===== config.mk =====
export PLATFORM = sky130hd
export DESIGN_NAME = mem_wb_stage
export DESIGN_NICKNAME = d
export VERILOG_FILES = /design/src/rtl/mips_pkg.sv /design/src/rtl/pipe_skid_reg.sv /design/src/rtl/mem_wb_stage.sv
export SDC_FILE = /design/constraint.sdc
export NUM_CORES = 1
export LEC_CHECK = 0
export ABC_CLOCK_PERIOD_IN_PS = 1600
export CAP_MARGIN = 15
export CORE_MARGIN = 2
export CORE_UTILIZATION = 30
export DETAILED_ROUTE_END_ITERATION = 10
export GPL_ROUTABILITY_DRIVEN = 0
export PLACE_DENSITY_LB_ADDON = 0.1
export RECOVER_POWER = 100
export SKIP_CTS_REPAIR_TIMING = 1
export SYNTH_ARGS = -nofsm -noshare
export SYNTH_HDL_FRONTEND = slang
export SYNTH_HIERARCHICAL = 1
export SYNTH_SLANG_ARGS = --single-unit

===== constraint.sdc =====
create_clock -name clk -period 1.6 [get_ports clk]
set_clock_uncertainty 0.05 [all_clocks]
set_input_delay 0.16 -clock clk [delete_from_list [all_inputs] [get_ports clk]]
set_output_delay 0.16 -clock clk [all_outputs]
set_load 0.01 [all_outputs]

===== src/rtl/mips_pkg.sv =====
// Shared MIPS pipeline definitions: datapath widths, WB control bit indices
// and the MEM/WB entry layout carried through the stage register.
package mips_pkg;

    localparam int DATA_W     = 32;
    localparam int REG_ADDR_W = 5;

    localparam int WB_REGWRITE = 0;
    localparam int WB_MEMTOREG = 1;

    typedef struct packed {
        logic                  reg_write;
        logic                  mem_to_reg;
        logic [DATA_W-1:0]     mem_rdata;
        logic [DATA_W-1:0]     alu_res;
        logic [REG_ADDR_W-1:0] wr_addr;
        logic                  jump;
        logic [DATA_W-1:0]     jump_target;
        logic [DATA_W-1:0]     wb_data;
    } memwb_entry_t;

endpackage


===== src/rtl/pipe_skid_reg.sv =====
// Generic two-entry valid/ready skid buffer with synchronous flush.
// in_ready is a registered function of the skid entry only.
module pipe_skid_reg #(
    parameter int WIDTH = 8
) (
    input  logic             clk,
    input  logic             rst,
    input  logic             flush,
    input  logic             in_valid,
    output logic             in_ready,
    input  logic [WIDTH-1:0] in_data,
    output logic             out_valid,
    input  logic             out_ready,
    output logic [WIDTH-1:0] out_data
);

    logic             head_valid_reg, head_valid_next;
    logic             skid_valid_reg, skid_valid_next;
    logic [WIDTH-1:0] head_data_reg, head_data_next;
    logic [WIDTH-1:0] skid_data_reg, skid_data_next;
    logic             acc;
    logic             cons;

    assign acc  = in_valid && !skid_valid_reg;
    assign cons = head_valid_reg && out_ready;

    always_comb begin
        head_valid_next = head_valid_reg;
        skid_valid_next = skid_valid_reg;
        head_data_next  = head_data_reg;
        skid_data_next  = skid_data_reg;
        if (flush) begin
            // Data fields are left stale; only the valid bits matter.
            head_valid_next = 1'b0;
            skid_valid_next = 1'b0;
        end else if (!head_valid_reg) begin
            if (acc) begin
                head_valid_next = 1'b1;
                head_data_next  = in_data;
            end
        end else if (cons) begin
            if (skid_valid_reg) begin
                head_data_next  = skid_data_reg;
                skid_valid_next = 1'b0;
            end else if (acc) begin
                head_data_next  = in_data;
            end else begin
                head_valid_next = 1'b0;
            end
        end else if (acc) begin
            skid_valid_next = 1'b1;
            skid_data_next  = in_data;
        end
    end

    always_ff @(posedge clk) begin
        if (rst) begin
            head_valid_reg <= 1'b0;
            skid_valid_reg <= 1'b0;
            head_data_reg  <= '0;
            skid_data_reg  <= '0;
        end else begin
            head_valid_reg <= head_valid_next;
            skid_valid_reg <= skid_valid_next;
            head_data_reg  <= head_data_next;
            skid_data_reg  <= skid_data_next;
        end
    end

    assign in_ready  = !skid_valid_reg;
    assign out_valid = head_valid_reg;
    assign out_data  = head_data_reg;

endmodule


===== src/rtl/mem_wb_stage.sv =====
// MEM/WB stage register with handshake, skid buffer, flush and pre-selected
// writeback data. Define MEMWB_FWD_EN to add the fwd_* forwarding outputs.
module mem_wb_stage #(
    parameter int DATA_W            = mips_pkg::DATA_W,
    parameter int REG_ADDR_W        = mips_pkg::REG_ADDR_W,
    parameter bit ZERO_REG_SUPPRESS = 1'b1
) (
    input  logic                  clk,
    input  logic                  rst,
    input  logic                  flush,
    input  logic                  in_valid,
    output logic                  in_ready,
    input  logic [1:0]            in_wb,
    input  logic [DATA_W-1:0]     in_mem_rdata,
    input  logic [DATA_W-1:0]     in_alu_res,
    input  logic [REG_ADDR_W-1:0] in_wr_addr,
    input  logic                  in_jump,
    input  logic [DATA_W-1:0]     in_jump_target,
    output logic                  out_valid,
    input  logic                  out_ready,
    output logic                  out_reg_write,
    output logic                  out_mem_to_reg,
    output logic [DATA_W-1:0]     out_mem_rdata,
    output logic [DATA_W-1:0]     out_alu_res,
    output logic [REG_ADDR_W-1:0] out_wr_addr,
    output logic                  out_jump,
    output logic [DATA_W-1:0]     out_jump_target,
`ifdef MEMWB_FWD_EN
    output logic                  fwd_valid,
    output logic [REG_ADDR_W-1:0] fwd_addr,
    output logic [DATA_W-1:0]     fwd_data,
`endif
    output logic [DATA_W-1:0]     out_wb_data
);

    import mips_pkg::*;

    localparam int ENTRY_W = $bits(memwb_entry_t);

    memwb_entry_t        in_entry;
    memwb_entry_t        head_entry;
    logic [ENTRY_W-1:0]  head_bits;
    logic                wr_addr_is_zero;

    assign wr_addr_is_zero = (in_wr_addr == '0);

    always_comb begin
        in_entry             = '0;
        in_entry.mem_to_reg  = in_wb[WB_MEMTOREG];
        in_entry.mem_rdata   = in_mem_rdata;
        in_entry.alu_res     = in_alu_res;
        in_entry.wr_addr     = in_wr_addr;
        in_entry.jump        = in_jump;
        in_entry.jump_target = in_jump_target;
        // Writeback value is chosen once at capture so WB sees a plain register.
        in_entry.wb_data     = in_wb[WB_MEMTOREG] ? in_mem_rdata : in_alu_res;
        if (ZERO_REG_SUPPRESS)
            in_entry.reg_write = in_wb[WB_REGWRITE] && !wr_addr_is_zero;
        else
            in_entry.reg_write = in_wb[WB_REGWRITE];
    end

    pipe_skid_reg #(
        .WIDTH (ENTRY_W)
    ) u_skid (
        .clk       (clk),
        .rst       (rst),
        .flush     (flush),
        .in_valid  (in_valid),
        .in_ready  (in_ready),
        .in_data   (in_entry),
        .out_valid (out_valid),
        .out_ready (out_ready),
        .out_data  (head_bits)
    );

    assign head_entry      = memwb_entry_t'(head_bits);
    assign out_reg_write   = head_entry.reg_write;
    assign out_mem_to_reg  = head_entry.mem_to_reg;
    assign out_mem_rdata   = head_entry.mem_rdata;
    assign out_alu_res     = head_entry.alu_res;
    assign out_wr_addr     = head_entry.wr_addr;
    assign out_jump        = head_entry.jump;
    assign out_jump_target = head_entry.jump_target;
    assign out_wb_data     = head_entry.wb_data;

`ifdef MEMWB_FWD_EN
    assign fwd_valid = out_valid && out_reg_write;
    assign fwd_addr  = out_wr_addr;
    assign fwd_data  = out_wb_data;
`endif

endmodule


==> results of run 1 <==
synthesized netlist by cell type, drive strengths merged:
library cell	count	area share
nand2b	1	0.00048
inv	274	0.078
a22oi	1	0.00057
nand4bb	1	0.00086
dfxtp	274	0.42
a2111oi	1	0.00067
o21ai	136	0.052
nand3	136	0.052
or4	1	0.00057
buf	53	0.022
a221oi	136	0.11
nor2	137	0.039
nor2b	1	0.00048
a21oi	137	0.052
a32o	136	0.10
nor4bb	1	0.00076
o21a	1	0.00057
mux2	32	0.027
mux2i	1	0.00076
clkbuf	131	0.038
nor3	1	0.00038
or3	1	0.00048
worst register-to-register path, cell delays in order (launching register included):
cell and delay [ns]:
dfxtp_4 0.37, buf_12 0.15, nor4bb_4 0.24, buf_4 0.19
buf_6 0.12, buf_8 0.12, buf_12 0.14, nand3_2 0.09
a21oi_2 0.14
worst max-delay path by stage:
stage	endpoint	slack (ns)	startpoint
floorplan	u_skid/out_data[100]$_SDFFE_PP0P_	-0.09	u_skid/out_valid$_SDFF_PP0_
global placement	u_skid/skid_data_reg[32]$_SDFFE_PP0P_	-0.39	out_ready
detailed placement	u_skid/out_data[48]$_SDFFE_PP0P_	-0.43	out_ready
CTS	in_ready	-0.54	u_skid/skid_valid_reg$_SDFFE_PP0P_
global route	u_skid/skid_data_reg[131]$_SDFFE_PP0P_	-0.15	u_skid/skid_valid_reg$_SDFFE_PP0P_
finish	u_skid/skid_data_reg[133]$_SDFFE_PP0P_	-0.08	u_skid/skid_valid_reg$_SDFFE_PP0P_
stage by stage:
stage	cells	hold slack [ns]
after detailed placement	2340	0.4075
after global placement	2340	0.4036
after CTS	2399	-0.03428
final	2424	0.07475
after floorplan	1593	0.2263
after global routing	2424	0.06961
routing by layer:
metal | up-vias | part of all wire | track usage
met3 | 51 | 0.080 | 0.05280
met5 | - | 0 | 0
met1 | 6319 | 0.47 | 0.3207
met2 | 433 | 0.43 | 0.3096
li1 | 6122 | - | -
met4 | 0 | 0.017 | 0.05281
cell families after synthesis:
kind of cell,after synthesis,share of synthesized area
compound gates,548,0.3198
buf+inv,458,0.1383
simple gates,280,0.09516
flops,274,0.4184
mux,33,0.02825
power by group:
| group | switching (mW) | internal, mW |
|---|---|---|
| clock | 3.13 | 4.59 |
| combinational | 1.60 | 1.32 |
| sequential | 0.186 | 7.10 |
final cells by class:
type	instances	area share
Multi-Input combinational cell	861	0.3521
Sequential cell	274	0.2887
Timing Repair Buffer	371	0.2091
Clock buffer	57	0.05683
Inverter	274	0.05420
Tap cell	585	0.03848
Clock inverter	2	0.0006577
==> results.toml, run 1 <==
[hold_path]
hp-class = "input pin to register"
whs_endpoint = "u_skid/skid_data_reg[134]$_SDFFE_PP0P_"
hold_path_startpoint = "in_wb[1]"
min_path_cells = 4

[run]
maxCapViolations = 0

[synth]
ys_ff_latch = 274
syn_area_mm2 = 0.01311
yosysSeqAreaShare = 0.4184
ys_types = 30
yosys_warnings = 6
avgSynthCellArea_um2 = 8.229
syn_nets = 1702
syn-instance-count = 1593

[setup_path]
cp.depth = 8
path_delay_family = "buffers and inverters"
cp_max_fo = 7
slowest_delay_ns = 0.37
cp.buffers_inverters = 5
r2r_cells = 8
crit_top_cell = "buf_12"
crit_path_top_delay_cell = "dfxtp_4"
r2r_slack_ns = -0.08
critPathLaunchType = "register"
path_cells = "buf_12 > nor4bb_4 > buf_4 > buf_6 > buf_8 > buf_12 > nand3_2 > a21oi_2"
rr_endpoint = "u_skid/skid_data_reg[133]$_SDFFE_PP0P_"
end_kind = "register"
worst-setup-path-type = "register to register"
critPathArrivalTime_ns = 2.10
rr_startpoint = "u_skid/skid_valid_reg$_SDFFE_PP0P_"
worst_ep_required_time_ns = 2.02

[global_route]
grt_start_max_net_pins = 86
grt_pass1_wl_um = 75300
grt_antenna_before_repair = 1
overflow = 0
grt_usage = 0.2160
first_global_vias = 12024

[place]
portBuffers = 246
dp_slack_ns = -0.4250
placed_cell_area_mm2 = 0.01676
hpwl_um = 31520

[cells_and_area]
layout_commonest_cell = "inv_1"
final-seq-area_mm2 = 0.005492
final_cell_mix = "272 x inv_1, 271 x dfxtp_1, 140 x clkdlybuf4s50_1"
fill_cells = 4275
drive_gt1_frac = 0.2110
area_growth_pct = 45.12
final_core_util = 0.4416
multi_input_area_mm2 = 0.006698
design_area_mm2 = 0.01902
num-nets-final = 1927
n_antenna_cell = 0

[sta]
timing.final.ws_setup_ns = -0.08417
finalCritPeriodShare = 1.053
slew-limit-headroom = 0.5581
drv_slew = 0
final_hold_viol_count = 0
worst_pin_slew_ns = 0.6629
setup-violations-final = 212
timing.fmax_mhz = 593.8
period_minus_slack_ns = 1.684
rsz0062_at_grt = "yes"
setup_tns_ns = -5.184

[route]
drtIter0Drc = 892
drc = 0
vias = 12925
drtPass1Iterations = 5
drt-vias-per-instance = 5.332
drt-wirelength-per-cell_um = 21.75
finalWirelength_um = 52730
drtAntennaViolNets = 0

[die]
std_cell_rows = 76
initial_core_util = 0.3043
die_x_um = 213.0
top_level_ports = 247
die-area_mm2 = 0.04538
die_h_um = 213.0
core-area_mm2 = 0.04308

[cts]
cts_buffers = 36
root_buffer = "clkbuf_16"
h-tree-depth = 2
path_clk_slew_ns = 0.06
cts_tree = "yes"
clock-sinks = 274
clockBufferDepth = 3
clk_latency_ns = 0.54

[power_and_ir_drop]
ir_drop_v = 0.0006632
power_density_mw_per_mm2 = 942.7
total_power_mw = 17.93
p_leak_nw = 6.277

[outcome]
status = "finished with violations"
violations = "negative setup slack"
(Power assumes the default switching activity.)
==> run 2: changes to the inputs <==
- CTS_CLUSTER_DIAMETER: not set -> 120
==> results of run 2 <==
Final layout, timing and power as in run 1 (identical DEF).
